==> src/rtl/cam_ctrl_if.sv <==
// Request/response handshake bundle between a request source and cam_ctrl.
// The master side issues requests and consumes responses; the slave side is
// the controller.
interface cam_ctrl_if #(
  parameter int WIDTH = 32,
  parameter int IDXW  = 3
);
  logic             req_valid_i;
  logic             req_ready_o;
  logic             req_write_i;
  logic [WIDTH-1:0] req_data_i;
  logic             resp_valid_o;
  logic             resp_ready_i;
  logic             resp_write_o;
  logic             resp_hit_o;
  logic [IDXW-1:0]  resp_index_o;
  logic             resp_replaced_o;

  modport master (
    output req_valid_i, req_write_i, req_data_i, resp_ready_i,
    input  req_ready_o, resp_valid_o, resp_write_o, resp_hit_o,
           resp_index_o, resp_replaced_o
  );

  modport slave (
    input  req_valid_i, req_write_i, req_data_i, resp_ready_i,
    output req_ready_o, resp_valid_o, resp_write_o, resp_hit_o,
           resp_index_o, resp_replaced_o
  );
endinterface

==> src/rtl/cam_ctrl.sv <==
// Front-end controller for a row-organised CAM. One request is in flight at a
// time: a write lands in the lowest free row (or the round-robin victim when
// the array is full); a lookup strobes all rows and priority-encodes the
// lowest valid matching row. All outputs come straight from flops.
module cam_ctrl #(
  parameter int WIDTH     = 32,
  parameter int ROWS      = 8,
  parameter int IDXW      = $clog2(ROWS),
  parameter int MATCH_LAT = 0
) (
  input  logic             clk,
  input  logic             reset_n,
  cam_ctrl_if.slave        bus,
  output logic [ROWS-1:0]  row_write_enable_o,
  output logic [WIDTH-1:0] row_data_o,
  output logic             row_compare_enable_o,
  output logic [WIDTH-1:0] row_compare_o,
  input  logic [ROWS-1:0]  row_match_i,
  input  logic [ROWS-1:0]  row_valid_i
);

  localparam int CW = (MATCH_LAT > 0) ? $clog2(MATCH_LAT + 1) : 1;

  typedef enum logic [1:0] {
    IDLE    = 2'd0,
    WRITE   = 2'd1,
    COMPARE = 2'd2,
    RESP    = 2'd3
  } state_t;

  state_t           state_q, state_d;
  logic             ready_q, ready_d;
  logic [IDXW-1:0]  tgt_q, tgt_d;
  logic             repl_q, repl_d;
  logic [IDXW-1:0]  victim_q, victim_d;
  logic [CW-1:0]    cnt_q, cnt_d;
  logic [ROWS-1:0]  we_q, we_d;
  logic [WIDTH-1:0] row_data_q, row_data_d;
  logic             cmp_en_q, cmp_en_d;
  logic [WIDTH-1:0] cmp_key_q, cmp_key_d;
  logic             resp_valid_q, resp_valid_d;
  logic             resp_write_q, resp_write_d;
  logic             resp_hit_q, resp_hit_d;
  logic [IDXW-1:0]  resp_index_q, resp_index_d;
  logic             resp_replaced_q, resp_replaced_d;

  logic [IDXW:0]    free_s;
  logic [IDXW:0]    hit_s;

  // Lowest set bit of vec: {found, index}; index is 0 when nothing is set.
  function automatic logic [IDXW:0] find_first(input logic [ROWS-1:0] vec);
    logic [IDXW:0] res;
    res = '0;
    for (int i = ROWS - 1; i >= 0; i--) begin
      if (vec[i]) begin
        res = {1'b1, IDXW'(i)};
      end
    end
    return res;
  endfunction

  // Free-row and hit priority encoders over the live row status.
  always_comb begin
    free_s = find_first(~row_valid_i);
    hit_s  = find_first(row_match_i & row_valid_i);
  end

  // Next-state and next-output computation for the request/response FSM.
  always_comb begin
    state_d         = state_q;
    ready_d         = 1'b0;
    tgt_d           = tgt_q;
    repl_d          = repl_q;
    victim_d        = victim_q;
    cnt_d           = cnt_q;
    we_d            = '0;
    row_data_d      = row_data_q;
    cmp_en_d        = 1'b0;
    cmp_key_d       = cmp_key_q;
    resp_valid_d    = resp_valid_q;
    resp_write_d    = resp_write_q;
    resp_hit_d      = resp_hit_q;
    resp_index_d    = resp_index_q;
    resp_replaced_d = resp_replaced_q;

    case (state_q)
      IDLE: begin
        if (bus.req_valid_i && ready_q) begin
          if (bus.req_write_i) begin
            // Row status cannot change before the write cycle, so the target
            // is chosen here and the enable leaves a flop in WRITE.
            state_d    = WRITE;
            row_data_d = bus.req_data_i;
            if (free_s[IDXW]) begin
              tgt_d  = free_s[IDXW-1:0];
              repl_d = 1'b0;
            end else begin
              tgt_d  = victim_q;
              repl_d = 1'b1;
            end
            we_d = {{(ROWS-1){1'b0}}, 1'b1} << tgt_d;
          end else begin
            state_d   = COMPARE;
            cmp_key_d = bus.req_data_i;
            cmp_en_d  = 1'b1;
            cnt_d     = '0;
          end
        end else begin
          ready_d = 1'b1;
        end
      end
      WRITE: begin
        if (repl_q) begin
          victim_d = (victim_q == IDXW'(ROWS - 1)) ? '0 : victim_q + IDXW'(1);
        end else begin
          victim_d = victim_q;
        end
        state_d         = RESP;
        resp_valid_d    = 1'b1;
        resp_write_d    = 1'b1;
        resp_hit_d      = 1'b0;
        resp_index_d    = tgt_q;
        resp_replaced_d = repl_q;
      end
      COMPARE: begin
        if (cnt_q == CW'(MATCH_LAT)) begin
          state_d         = RESP;
          resp_valid_d    = 1'b1;
          resp_write_d    = 1'b0;
          resp_hit_d      = hit_s[IDXW];
          resp_index_d    = hit_s[IDXW-1:0];
          resp_replaced_d = 1'b0;
        end else begin
          cnt_d    = cnt_q + CW'(1);
          cmp_en_d = 1'b1;
        end
      end
      RESP: begin
        if (resp_valid_q && bus.resp_ready_i) begin
          state_d      = IDLE;
          resp_valid_d = 1'b0;
          ready_d      = 1'b1;
        end else begin
          state_d = RESP;
        end
      end
      default: begin
        state_d      = IDLE;
        resp_valid_d = 1'b0;
      end
    endcase
  end

  // State and output registers; reset drops any in-flight work at once.
  always_ff @(posedge clk or negedge reset_n) begin
    if (!reset_n) begin
      state_q         <= IDLE;
      ready_q         <= 1'b0;
      tgt_q           <= '0;
      repl_q          <= 1'b0;
      victim_q        <= '0;
      cnt_q           <= '0;
      we_q            <= '0;
      row_data_q      <= '0;
      cmp_en_q        <= 1'b0;
      cmp_key_q       <= '0;
      resp_valid_q    <= 1'b0;
      resp_write_q    <= 1'b0;
      resp_hit_q      <= 1'b0;
      resp_index_q    <= '0;
      resp_replaced_q <= 1'b0;
    end else begin
      state_q         <= state_d;
      ready_q         <= ready_d;
      tgt_q           <= tgt_d;
      repl_q          <= repl_d;
      victim_q        <= victim_d;
      cnt_q           <= cnt_d;
      we_q            <= we_d;
      row_data_q      <= row_data_d;
      cmp_en_q        <= cmp_en_d;
      cmp_key_q       <= cmp_key_d;
      resp_valid_q    <= resp_valid_d;
      resp_write_q    <= resp_write_d;
      resp_hit_q      <= resp_hit_d;
      resp_index_q    <= resp_index_d;
      resp_replaced_q <= resp_replaced_d;
    end
  end

  assign bus.req_ready_o     = ready_q;
  assign bus.resp_valid_o    = resp_valid_q;
  assign bus.resp_write_o    = resp_write_q;
  assign bus.resp_hit_o      = resp_hit_q;
  assign bus.resp_index_o    = resp_index_q;
  assign bus.resp_replaced_o = resp_replaced_q;
  assign row_write_enable_o  = we_q;
  assign row_data_o          = row_data_q;
  assign row_compare_enable_o = cmp_en_q;
  assign row_compare_o       = cmp_key_q;

endmodule

==> src/flat_wrapper.sv <==
// flat-port wrapper written by rule: the top's interface ports become plain ports
module cam_ctrl_flat 
#(
  parameter int WIDTH     = 32,
  parameter int ROWS      = 8,
  parameter int IDXW      = $clog2(ROWS),
  parameter int MATCH_LAT = 0
)
  (clk, reset_n, row_write_enable_o, row_data_o, row_compare_enable_o, row_compare_o, row_match_i, row_valid_i, bus_req_valid_i, bus_req_write_i, bus_req_data_i, bus_resp_ready_i, bus_req_ready_o, bus_resp_valid_o, bus_resp_write_o, bus_resp_hit_o, bus_resp_index_o, bus_resp_replaced_o);
  cam_ctrl_if #(.WIDTH(WIDTH), .IDXW(IDXW)) bus_i ();
  input  logic clk;
  input  logic reset_n;
  output logic [ROWS-1:0] row_write_enable_o;
  output logic [WIDTH-1:0] row_data_o;
  output logic row_compare_enable_o;
  output logic [WIDTH-1:0] row_compare_o;
  input  logic [ROWS-1:0] row_match_i;
  input  logic [ROWS-1:0] row_valid_i;
  input wire logic [$bits(bus_i.req_valid_i)-1:0] bus_req_valid_i;
  input wire logic [$bits(bus_i.req_write_i)-1:0] bus_req_write_i;
  input wire logic [$bits(bus_i.req_data_i)-1:0] bus_req_data_i;
  input wire logic [$bits(bus_i.resp_ready_i)-1:0] bus_resp_ready_i;
  output wire logic [$bits(bus_i.req_ready_o)-1:0] bus_req_ready_o;
  output wire logic [$bits(bus_i.resp_valid_o)-1:0] bus_resp_valid_o;
  output wire logic [$bits(bus_i.resp_write_o)-1:0] bus_resp_write_o;
  output wire logic [$bits(bus_i.resp_hit_o)-1:0] bus_resp_hit_o;
  output wire logic [$bits(bus_i.resp_index_o)-1:0] bus_resp_index_o;
  output wire logic [$bits(bus_i.resp_replaced_o)-1:0] bus_resp_replaced_o;
  assign bus_i.req_valid_i = bus_req_valid_i;
  assign bus_i.req_write_i = bus_req_write_i;
  assign bus_i.req_data_i = bus_req_data_i;
  assign bus_i.resp_ready_i = bus_resp_ready_i;
  assign bus_req_ready_o = bus_i.req_ready_o;
  assign bus_resp_valid_o = bus_i.resp_valid_o;
  assign bus_resp_write_o = bus_i.resp_write_o;
  assign bus_resp_hit_o = bus_i.resp_hit_o;
  assign bus_resp_index_o = bus_i.resp_index_o;
  assign bus_resp_replaced_o = bus_i.resp_replaced_o;
  cam_ctrl #(.WIDTH(WIDTH), .ROWS(ROWS), .IDXW(IDXW), .MATCH_LAT(MATCH_LAT)) u_core (.clk(clk), .reset_n(reset_n), .bus(bus_i), .row_write_enable_o(row_write_enable_o), .row_data_o(row_data_o), .row_compare_enable_o(row_compare_enable_o), .row_compare_o(row_compare_o), .row_match_i(row_match_i), .row_valid_i(row_valid_i));
endmodule
==> config.mk <==
export PLATFORM = sky130hd
export DESIGN_NAME = cam_ctrl_flat
export DESIGN_NICKNAME = d
export VERILOG_FILES = /design/src/rtl/cam_ctrl_if.sv /design/src/rtl/cam_ctrl.sv /design/src/flat_wrapper.sv
export SDC_FILE = /design/constraint.sdc
export NUM_CORES = 1
export LEC_CHECK = 0
export CORE_MARGIN = 2
export CORE_UTILIZATION = 40
export CTS_CLUSTER_DIAMETER = 120
export DETAILED_ROUTE_END_ITERATION = 16
export PLACE_DENSITY = 0.76
export SLEW_MARGIN = 25
export SYNTH_ARGS = -nofsm -noshare
export SYNTH_HDL_FRONTEND = slang
export SYNTH_SLANG_ARGS = --single-unit
export TNS_END_PERCENT = 1
==> constraint.sdc <==
create_clock -name clk -period 1.6 [get_ports clk]
set_input_delay 0.4 -clock clk [delete_from_list [all_inputs] [get_ports clk]]
set_output_delay 0.4 -clock clk [all_outputs]
set_load 0.01 [all_outputs]
==> impl.org <==
** Synth
- During synthesis, Yosys emitted a total of 0 warnings.
- In this run the cell area of the synthesized design comes to 3630 µm².
- Counting every net in the synthesized netlist gives 388.
- The share of the Yosys chip area taken by registers is 62.0%.
- Seq cells post-synth :: 90
- Avg Cell Area, Syn :: 11.0 µm²
- Synth cell types :: 40
- Syn Inst Count :: 329

** Run
- Max Cap Viol :: 0

** Status
- The flow ran to the end, and the final reports show no timing, DRC or antenna violations.

** Routing
- After detailed routing, the number of vias per cell comes to 4.91.
- DRT iter0 DRCs :: 114
- Post-detailed-route DRC marker count :: 0
- Post-detailed-route count of antenna-violating nets :: 0
- Wires add up to 9080 µm.
- Dividing the detail-routed wire length by the instance count gives 14.9 µm.
- The detailed router placed 3,003 vias in this run.
- For this run, the detailed router's first-pass iteration total came to 4.

** Critical path
- The number of cells on the worst reg-to-reg path is 7.
- Along the worst path, the maximum fanout reaches 4.
- Data required time at the worst endpoint :: 1.87 ns
- Nature of the critical path startpoint :: flop
- Worst Setup SP :: u_core.state_q[1]
- The worst register-to-register path ends at u_core.bus.resp_index_o[2].
- STA puts the critical path data arrival time at 1.82 ns.
- The worst setup path is captured at a flop.
- The setup check on the worst reg-to-reg path leaves a slack of 0.05 ns.
- In this run the critical register-to-register path is launched from u_core.state_q[1].
- The critical path is of the reg -> reg type.

** Global routing
- Wire length of the first global-routing pass :: 15,100 µm
- Total GRT Usage :: 18.9%
- Maximum number of pins on one net before global-route repair :: 34
- Vias in the first global route :: 3,123
- The number of antenna violations at the first check in global routing came to 0.
- Gr ovfl total :: 0

** Clock network
- Clock buffers created by TritonCTS :: 9
- Max clock buf depth :: 2
- Clock-pin slew was measured on the worst setup and hold paths at 0.10 ns.
- Clock insertion delay at the later pin of the skew report :: 0.35 ns
- CTS Sinks :: 90
- TritonCTS built the clock tree.
- CTS placed an instance of clkbuf_8 at the clock tree root.
- CTS H-tree lvls :: 3

** Pwr
- PD cells :: 1380 nW/µm²
- P_int :: 5.11 mW
- Clock share of power :: 20.1%
- Switching share of total power :: 32.8%
- Switching component of the power :: 2.49 mW
- Across the VDD grid, the largest voltage drop is 0.000781 V.
- Combinational cell fraction of total power :: 35.9%
- Sequential power share :: 44.0%
- For this design the static power due to leakage is 3.00 nW.

** Layout
- Compared with the post-synthesis result, the final layout area differs by 51.6%.
- The final layout contains 557 nets.
- Antenna cell count :: 0
- Of the cells placed in the final design, the portion with a size suffix greater than 1 is 19.1%.
- Fill cell count :: 748
- In the final layout, flip-flops and latches occupy 2250 µm².
- Combined area of the multi-input logic cells :: 1340 µm²
- Fin util :: 62.9%

** Min path
- The worst hold path begins at u_core.row_compare_o[26].
- WHS Path Cells :: 2
- Hold/Removal Path Class :: reg -> reg
- Worst hold path endpoint :: u_core.row_compare_o[26]

** Placed design
- Post-detail-place hpwl :: 6840 µm
- At the end of routability-driven placement, the weighted congestion stood at 0.849.
- Port buffering added 133 buffers.

** STA
- Final Hold Violating Endpoints :: 0
- Final-report setup violation count :: 0
- Final Cycle Share :: 96.8%
- Worst max-slew margin expressed relative to the limit :: 77.2%
- At the pin with the least slew margin, the transition time is 0.340 ns.
- Final hold analysis gives a worst-case slack of 0.475 ns.
- Setup TNS :: 0 ns
- For this run, the top clock speed supported by timing is 0.646 GHz.
- Setup repair after global routing could not meet its margin everywhere.
- Clock skew after layout :: 0.0126 ns
- The total count of max-transition violations in the final report is 0.
- The routed design could run at a clock period as short as 1.55 ns.

** Floorplan
- Once the floorplan was initialized, standard cells occupied 41.5% of the core.
- Area of the die :: 9870 µm²
- In this run the horizontal extent of the chip is 99.3 µm.
- Core area :: 8760 µm²
- Number of rows in the core area :: 34
- Die extent in y :: 99.3 µm
- Count of boundary I/O pins :: 134
==> cell families (layout without fill, tap and decap cells) <==
kind of cell / count (synthesis) / in the layout / share of synthesized area [%]
fa+ha+maj: 6 / 6 / 2.07
simple gates: 145 / 145 / 16.3
buf+inv: 20 / 194 / 2.24
compound gates: 34 / 34 / 6.92
flops: 90 / 90 / 62.0
mux: 34 / 34 / 10.5
==> metrics by stage <==
stage	cells	worst slack (ns)	instance area (µm²)	total power, mW
final	611	0.0509	5510	7.59
after global routing	611	-0.0410	5510	8.09
after CTS	609	0.00368	5460	7.69
after detailed placement	592	-0.445	5340	6.63
after global placement	592	-0.377	5340	6.49
after floorplan	329	0.00468	3640	4.61
==> layout by cell type, fill, tap and decap left out, types with 2 or more instances in the layout <==
| master | Yosys | layout |
|---|---|---|
| nor2_1 | 12 | 11 |
| a22oi_1 | 3 | 2 |
| ha_1 | 6 | 6 |
| a31oi_1 | 2 | 2 |
| clkdlybuf4s50_1 | 0 | 47 |
| buf_6 | 0 | 2 |
| nand2b_1 | 2 | 2 |
| dfrtp_1 | 90 | 90 |
| nand3_1 | 4 | 3 |
| buf_4 | 0 | 31 |
| clkinvlp_4 | 0 | 3 |
| dlygate4sd2_1 | 0 | 82 |
| clkbuf_8 | 0 | 9 |
| mux2_2 | 34 | 34 |
| nand2_1 | 116 | 116 |
| a21oi_1 | 4 | 4 |
| inv_1 | 9 | 8 |
| a21o_1 | 5 | 5 |
| nand4_1 | 2 | 2 |
| o21ai_0 | 5 | 5 |
| buf_12 | 0 | 3 |
| dlymetal6s2s_1 | 0 | 3 |
==> metal layers <==
layer / wire (µm) / GRT usage [%] / part of all wire, % / vias up
met5: 0 / 0 / 0 / -
li1: - / - / - / 1438
met2: 4580 / 32.8 / 50 / 97
met4: 82 / 5.06 / 0.90 / 0
met3: 632 / 5.20 / 7.0 / 10
met1: 3780 / 23.4 / 42 / 1458
==> flip-flops by register name (all words and copies together) (netlist names), 2 cells and up <==
name / flops
u_core.bus.resp_index_o: 3
u_core.row_compare_o: 32
u_core.row_data_o: 32
u_core.row_write_enable_o: 8
u_core.state_q: 2
u_core.tgt_q: 3
u_core.victim_q: 3
==> power groups by stage <==
stage | clock network [mW] | logic, mW | registers, mW
after floorplan | 0 | 0.907 | 3.70
after global routing | 1.66 | 2.98 | 3.44
after detailed placement | 0 | 3.21 | 3.42
after CTS | 1.57 | 2.76 | 3.35
after global placement | 0 | 3.10 | 3.38
final | 1.53 | 2.73 | 3.34
==> critical path: stages (launching register included) <==
cell     delay [ns]
dfrtp_1        0.35
inv_1          0.07
ha_1           0.38
nand2_1        0.12
a21oi_1        0.19
buf_4          0.16
nand3_1        0.06
o21ai_0        0.16
==> cell type report <==
class                   instances  area share, %
clock inverters                 6           1.20
clock buffers                  10           2.32
inverters                       9          0.613
flip-flops and latches         90           40.9
multi-input cells             219           24.4
repair buffers                169           28.2
well taps                     108           2.45
==> worst max path at each step <==
| stage | to | slack (ns) |
|---|---|---|
| 5_1_grt | u_core.bus.resp_index_o[2] | -0.04 |
| 4_1_cts | u_core.row_data_o[1] | 0.004 |
| 3_3_place_gp | u_core.tgt_q[0] | -0.38 |
| 3_5_place_dp | u_core.bus.resp_hit_o | -0.45 |
| 2_1_floorplan | u_core.row_data_o[0] | 0.005 |
| 6_report | u_core.bus.resp_index_o[2] | 0.05 |
==> Yosys cell counts <==
| cell type | number | area share, % |
|---|---|---|
| a2111oi_0 | 1 | 0.24 |
| a2111oi_2 | 1 | 0.41 |
| a211oi_1 | 1 | 0.21 |
| a21boi_0 | 1 | 0.21 |
| a21o_1 | 5 | 1.0 |
| a21oi_1 | 4 | 0.55 |
| a221oi_1 | 1 | 0.24 |
| a222oi_1 | 1 | 0.28 |
| a22o_1 | 1 | 0.24 |
| a22oi_1 | 3 | 0.62 |
| a31oi_1 | 2 | 0.34 |
| a32o_1 | 1 | 0.28 |
| a32oi_1 | 1 | 0.24 |
| and2_1 | 1 | 0.17 |
| and3_4 | 1 | 0.31 |
| and4_1 | 1 | 0.24 |
| buf_2 | 5 | 0.69 |
| clkbuf_1 | 6 | 0.62 |
| dfrtp_1 | 90 | 62 |
| ha_1 | 6 | 2.1 |
| inv_1 | 9 | 0.93 |
| mux2_2 | 34 | 11 |
| nand2_1 | 116 | 12 |
| nand2b_1 | 2 | 0.34 |
| nand3_1 | 4 | 0.55 |
| nand4_1 | 2 | 0.34 |
| nand4b_1 | 1 | 0.24 |
| nor2_1 | 12 | 1.2 |
| nor2b_1 | 1 | 0.17 |
| nor3_1 | 1 | 0.14 |
| nor4_1 | 1 | 0.17 |
| o211ai_1 | 1 | 0.21 |
| o21ai_0 | 5 | 0.69 |
| o21ai_2 | 1 | 0.24 |
| o21bai_1 | 1 | 0.21 |
| o2bb2ai_1 | 1 | 0.24 |
| o31ai_1 | 1 | 0.21 |
| o41ai_1 | 1 | 0.24 |
| or3_1 | 1 | 0.17 |
| or4_1 | 1 | 0.21 |
==> what timing repair did <==
action | in CTS | in global routing
gates resized for setup | 85 | 12
hold buffers | 1 | 0
buffers inserted | 0 | 2
setup endpoints to repair | 89 | 42
pin swaps | 2 | 4
endpoints found under the hold margin | 21 | 0
Power figures use the tool's default switching activity.
==> variant 1 (config.mk and constraints unchanged) <==
The 4 states of `state_t` get a one-hot encoding in 4 bits.
--- a/src/rtl/cam_ctrl.sv
+++ b/src/rtl/cam_ctrl.sv
@@ -21,11 +21,11 @@
 
   localparam int CW = (MATCH_LAT > 0) ? $clog2(MATCH_LAT + 1) : 1;
 
-  typedef enum logic [1:0] {
-    IDLE    = 2'd0,
-    WRITE   = 2'd1,
-    COMPARE = 2'd2,
-    RESP    = 2'd3
+  typedef enum logic [3:0] {
+    IDLE    = 4'b0001,
+    WRITE   = 4'b0010,
+    COMPARE = 4'b0100,
+    RESP    = 4'b1000
   } state_t;
 
   state_t           state_q, state_d;
Behaviour: no difference found for any inputs over 4 cycles, from zero or initial values and one cycle with reset_n low; so few cycles prove little.
==> variant 1 against the original RTL <==
- the flow now finishes with violations (negative setup slack)
- sequential power up 14%
- wire length up 7.6%
- sequential cell count up 2
- worst setup slack worse by 110 ps
- core utilization down 0.70 points
- synthesized area up 5.9%
- power up 20%
- fmax down 6.5%
- clock skew up 4.0 ps
- design area up 4.8%
- global-route usage down 0.18 points
==> variant 1: results (changes against the original RTL) <==
hold_sp u_core.row_data_o[6]; Clock Skews 16.62 ps (+3.996 ps); total global-route track usage 18.73% (-0.18 points); reg-to-reg critical path endpoint u_core.row_compare_o[7]; Pleak 2.914 nW (-2.7%); worst hold path endpoint u_core.row_data_o[6]; Post-DP HPWL 6996 um (+2.3%); Critical Path Fanout Max 16 (+12); crit path kind register to register; CTS max path bufs 2 (unchanged); sequential cell area fraction in the yosys report 59.85% (-2.1 points); Worst EP arrival 1910 ps (+90 ps); failing checks negative setup slack; fin worst setup slack -57.04 ps (-107.9 ps); P_sw 3.126 mW (+26%); post-route insts no fill 634 (+3.8%); Fill cells 798 (+6.7%); initial antenna violation count 0 (unchanged); Post-synth top flop dfrtp_1; WL per Instance 15.41 um (+3.7%); Hold Slack 475.4 ps (+0.3760 ps); Worst R2R Start u_core.state_q[0]; setup tns final -1447 ps (-1447 ps); leading cell types by count after synthesis nand2_1 (115), dfrtp_1 (91), mux2_4 (29), nor3_1 (10); Worst Tran Pin Value 367.9 ps (+28.22 ps); Final setup viols 32 (+32); Max VDD drop 536.7 uV (-31%); vias in the first global route 3114 (-0.29%); share of cells above drive strength 1 21.19% (+2.1 points); synth top area cells dfrtp_1 (59%), mux2_4 (11%), nand2_1 (11%); largest net degree at the start of global routing 38 (+12%); Port Buffers 133 (unchanged); Nets 555 (-0.36%); yosys synthesis warning count 0 (unchanged); first-pass GRT wire length 15300 um (+1.6%); Clock H-tree levels 3 (unchanged); critical path startpoint u_core.state_q[0]; clock root buffer clkbuf_8; vias per cell 4.890 (-0.51%); combinational power share 41.8% (+5.9 points); clock latency on the worst-skew pair 360 ps; hold-critical path depth 2 (unchanged); initial DRC count 81 (-29%); clock power share 16.6% (-3.5 points); Top Family by Delay on Critical Path flip-flops; Worst Hold Class register to register; Initial DRT Pass Iterations 7 (+3); Worst-path clk slew 100 ps (about the same); R2R cell count 4 (-3); status finished with violations; RePlAce Congestion 0.7909 (-6.8%); Mean Syn Cell Area 11.52 um^2 (+4.3%); CP max stage delay 550 ps (+170 ps); CP max stage cell dfstp_2; Post-Place Cells 615 (+3.9%); Yosys cell types 45 (+13%); Syn Nets 389 (+0.26%); Post-synth ARST share 100.0% (unchanged); combinational gate power 3.81 mW (+40%)
==> variant 1: cell types whose count changed in the layout (fill, tap and decap cells not counted), sizes merged, moves of 3 or more <==
| cell | unedited run | this run |
|---|---|---|
| a21o | 5 | 1 |
| clkdlybuf4s50 | 47 | 51 |
| dlymetal6s2s | 3 | 0 |
| ha | 6 | 2 |
| inv | 10 | 7 |
| nand4 | 2 | 5 |
| nor2 | 12 | 4 |
| nor3 | 1 | 11 |
==> variant 1: worst reg2reg max path, stage by stage, from the launching register on <==
cell       delay, ps
dfstp_2          550
and2b_1          150
and4b_2          310
clkbuf_16        230
mux2_4           320
==> variant 1: logic make-up after synthesis <==
logic type,count (synthesis),share of synthesized area [%]
compound gates,29,5.104
fa+ha+maj,2,0.6501
buf+inv,18,2.666
flops,92,59.85
mux,37,13.59
simple gates,156,18.14
==> variant 1: area by class of cell <==
cell class	count	area [um^2]	area share, %
sequential	92	2303	39.90
timing repair buffer	169	1583	27.42
multi-input combinational	224	1519	26.31
tap	129	161.4	2.796
clock buffer	10	137.6	2.384
clock inverter	6	52.55	0.9103
inverter	4	16.27	0.2818
==> variant 1: timing repair <==
action | CTS | global route
gates resized for setup | 84 | 21
gates cloned | 0 | 1
hold endpoints to repair | 24 | 0
pin swaps | 0 | 3
hold buffers | 1 | 0
endpoints found under the setup margin | 122 | 65
buffers inserted | 1 | 0
==> variant 1: through the flow <==
stage,worst slack [ps],cell area (um^2)
final,-57.04,5773
after global routing,-89.59,5773
after CTS,-101.1,5669
after detailed placement,-416.6,5550
after global placement,-398.5,5550
after floorplan,-33.47,3864
==> variant 1: layer usage <==
metal	GRT usage (%)	wire, um	vias to the layer above
li1	-	-	1473
met1	23.99	4095	1510
met2	32.09	5020	107
met3	4.514	561	10
met4	4.821	89	0
met5	0	0	-
==> variant 2 (config.mk and constraints unchanged) <==
Without the edit above. `MATCH_LAT` is set to 0 in 2 places; all go to 1.
--- a/src/rtl/cam_ctrl.sv
+++ b/src/rtl/cam_ctrl.sv
@@ -6,7 +6,7 @@
   parameter int WIDTH     = 32,
   parameter int ROWS      = 8,
   parameter int IDXW      = $clog2(ROWS),
-  parameter int MATCH_LAT = 0
+  parameter int MATCH_LAT = 1
 ) (
   input  logic             clk,
   input  logic             reset_n,
--- a/src/flat_wrapper.sv
+++ b/src/flat_wrapper.sv
@@ -4,7 +4,7 @@
   parameter int WIDTH     = 32,
   parameter int ROWS      = 8,
   parameter int IDXW      = $clog2(ROWS),
-  parameter int MATCH_LAT = 0
+  parameter int MATCH_LAT = 1
 )
   (clk, reset_n, row_write_enable_o, row_data_o, row_compare_enable_o, row_compare_o, row_match_i, row_valid_i, bus_req_valid_i, bus_req_write_i, bus_req_data_i, bus_resp_ready_i, bus_req_ready_o, bus_resp_valid_o, bus_resp_write_o, bus_resp_hit_o, bus_resp_index_o, bus_resp_replaced_o);
   cam_ctrl_if #(.WIDTH(WIDTH), .IDXW(IDXW)) bus_i ();
Formal check against the unedited RTL: not equivalent (Yosys sat finds a counterexample within 4 cycles, from zero or initial values and one cycle with reset_n low).
==> variant 2 against the original RTL <==
- wire length decreased by 1.7%
- worst setup slack got worse by 43 ps
- synthesized cell count shrank 15%
- design area increased by 5.8%
- sequential cell count grew 1
- first-iteration DRC count down 58%
- power increased by 13%
- clock power about the same
- die area increased by 7.6%
- fmax shrank 2.7%
- synthesized area up 7.9%
- sequential share of layout area decreased by 1.8 points
- final cell count shrank 2.5%
- global-route usage down 1.7 points
- critical path type is now primary input to register
- critical endpoint is now u_core.repl_q
- largest power group unchanged
==> variant 2: results (changes against the original RTL) <==
Place WS -279.9 ps (+165.2 ps); sequential cell area fraction in the yosys report 58.05% (-3.9 points); Syn Nets 338 (-13%); Critical Path Fanout Max 6 (+2); Nets 517 (-7.2%); final wirelength 8924 um (-1.7%); GR Layer Usage met2 28.07% (-4.7 points); RePlAce Congestion 0.8077 (-4.8%); vias in the first global route 2960 (-5.2%); synth top area cells dfrtp_1 (58%), mux2_4 (11%), mux2_2 (9.2%); Max VDD drop 809.9 uV (+3.7%); vias 2824 (-6.0%); Yosys cell types 42 (+5.0%); largest net degree at the start of global routing 32 (-5.9%); CP endpoint u_core.repl_q; M3 GR Usage 5.356% (+0.16 points); FF-to-FF setup slack 20 ps (-30 ps); Worst Tran Pin Value 383.8 ps (+44.15 ps); M1 GR Usage 21.99% (-1.4 points); leading cell types by count after synthesis dfrtp_1 (91), mux2_2 (32), mux2_4 (29), nand2_1 (19), nor2_1 (15); Post-Place Cells 574 (-3.0%); initial DRC count 48 (-58%); Worst Hold Class primary input to async pin; switching part of the total 31.36% (-1.4 points); met2 WL 4402 um (-3.9%); Worst R2R Start u_core.state_q[1]; fin worst setup slack 7.982 ps (-42.90 ps); CP max stage cell clkdlybuf4s50_1; Clock Skews 12.55 ps (-0.07360 ps); status completed
variant 2: cell count changes in the layout (fill, tap and decap cells not counted), sizes merged, moves of 4 or more:
cell           unedited run  this run
nor2                     12        16
buf                      36        45
mux2                     34        66
mux2i                     0         4
nand2                   116        21
clkdlybuf4s50            47        51
variant 2: power by group through the flow:
stage	registers [mW]	logic [mW]	clock network (mW)
2_1_floorplan	4.01	1.35	0
3_3_place_gp	3.66	3.89	0
3_5_place_dp	3.68	3.99	0
4_1_cts	3.62	3.47	1.59
5_1_grt	3.73	3.76	1.68
6_report	3.61	3.46	1.53
variant 2: timing repair:
item                                   4_1_cts  5_1_grt
gates resized for setup                     82        4
pin swaps                                    0        4
buffers inserted                             2        3
endpoints found under the hold margin       10        0
hold buffers                                 1        0
setup endpoints to repair                  110       31
variant 2: cells by family after synthesis:
kind of cell,Yosys count,synth area share (%)
buf+inv,19,2.966
flops,91,58.05
mux,70,22.74
fa+ha+maj,6,1.914
simple gates,57,7.177
compound gates,36,7.145
variant 2: layout make-up:
type                       count  area, um^2
clock buffer                  10       127.6
multi-input combinational    169        1544
inverter                       9       33.78
sequential                    91        2277
clock inverter                 6       65.06
fill                         842        3807
tap                          133       166.4
timing repair buffer         178        1618
variant 2: metrics by stage:
step / setup TNS (ps) / util (%) / hold WS [ps] / area [um^2]
finish: 0 / 60.50 / 447.9 / 5832
CTS: 0 / 60.14 / 441.1 / 5797
floorplan: 0 / - / 104.4 / 3923
detailed placement: -19310 / 58.90 / 265.7 / 5678
global route: -350.7 / 60.50 / 443.7 / 5832
global placement: -18730 / 58.90 / 268.2 / 5678
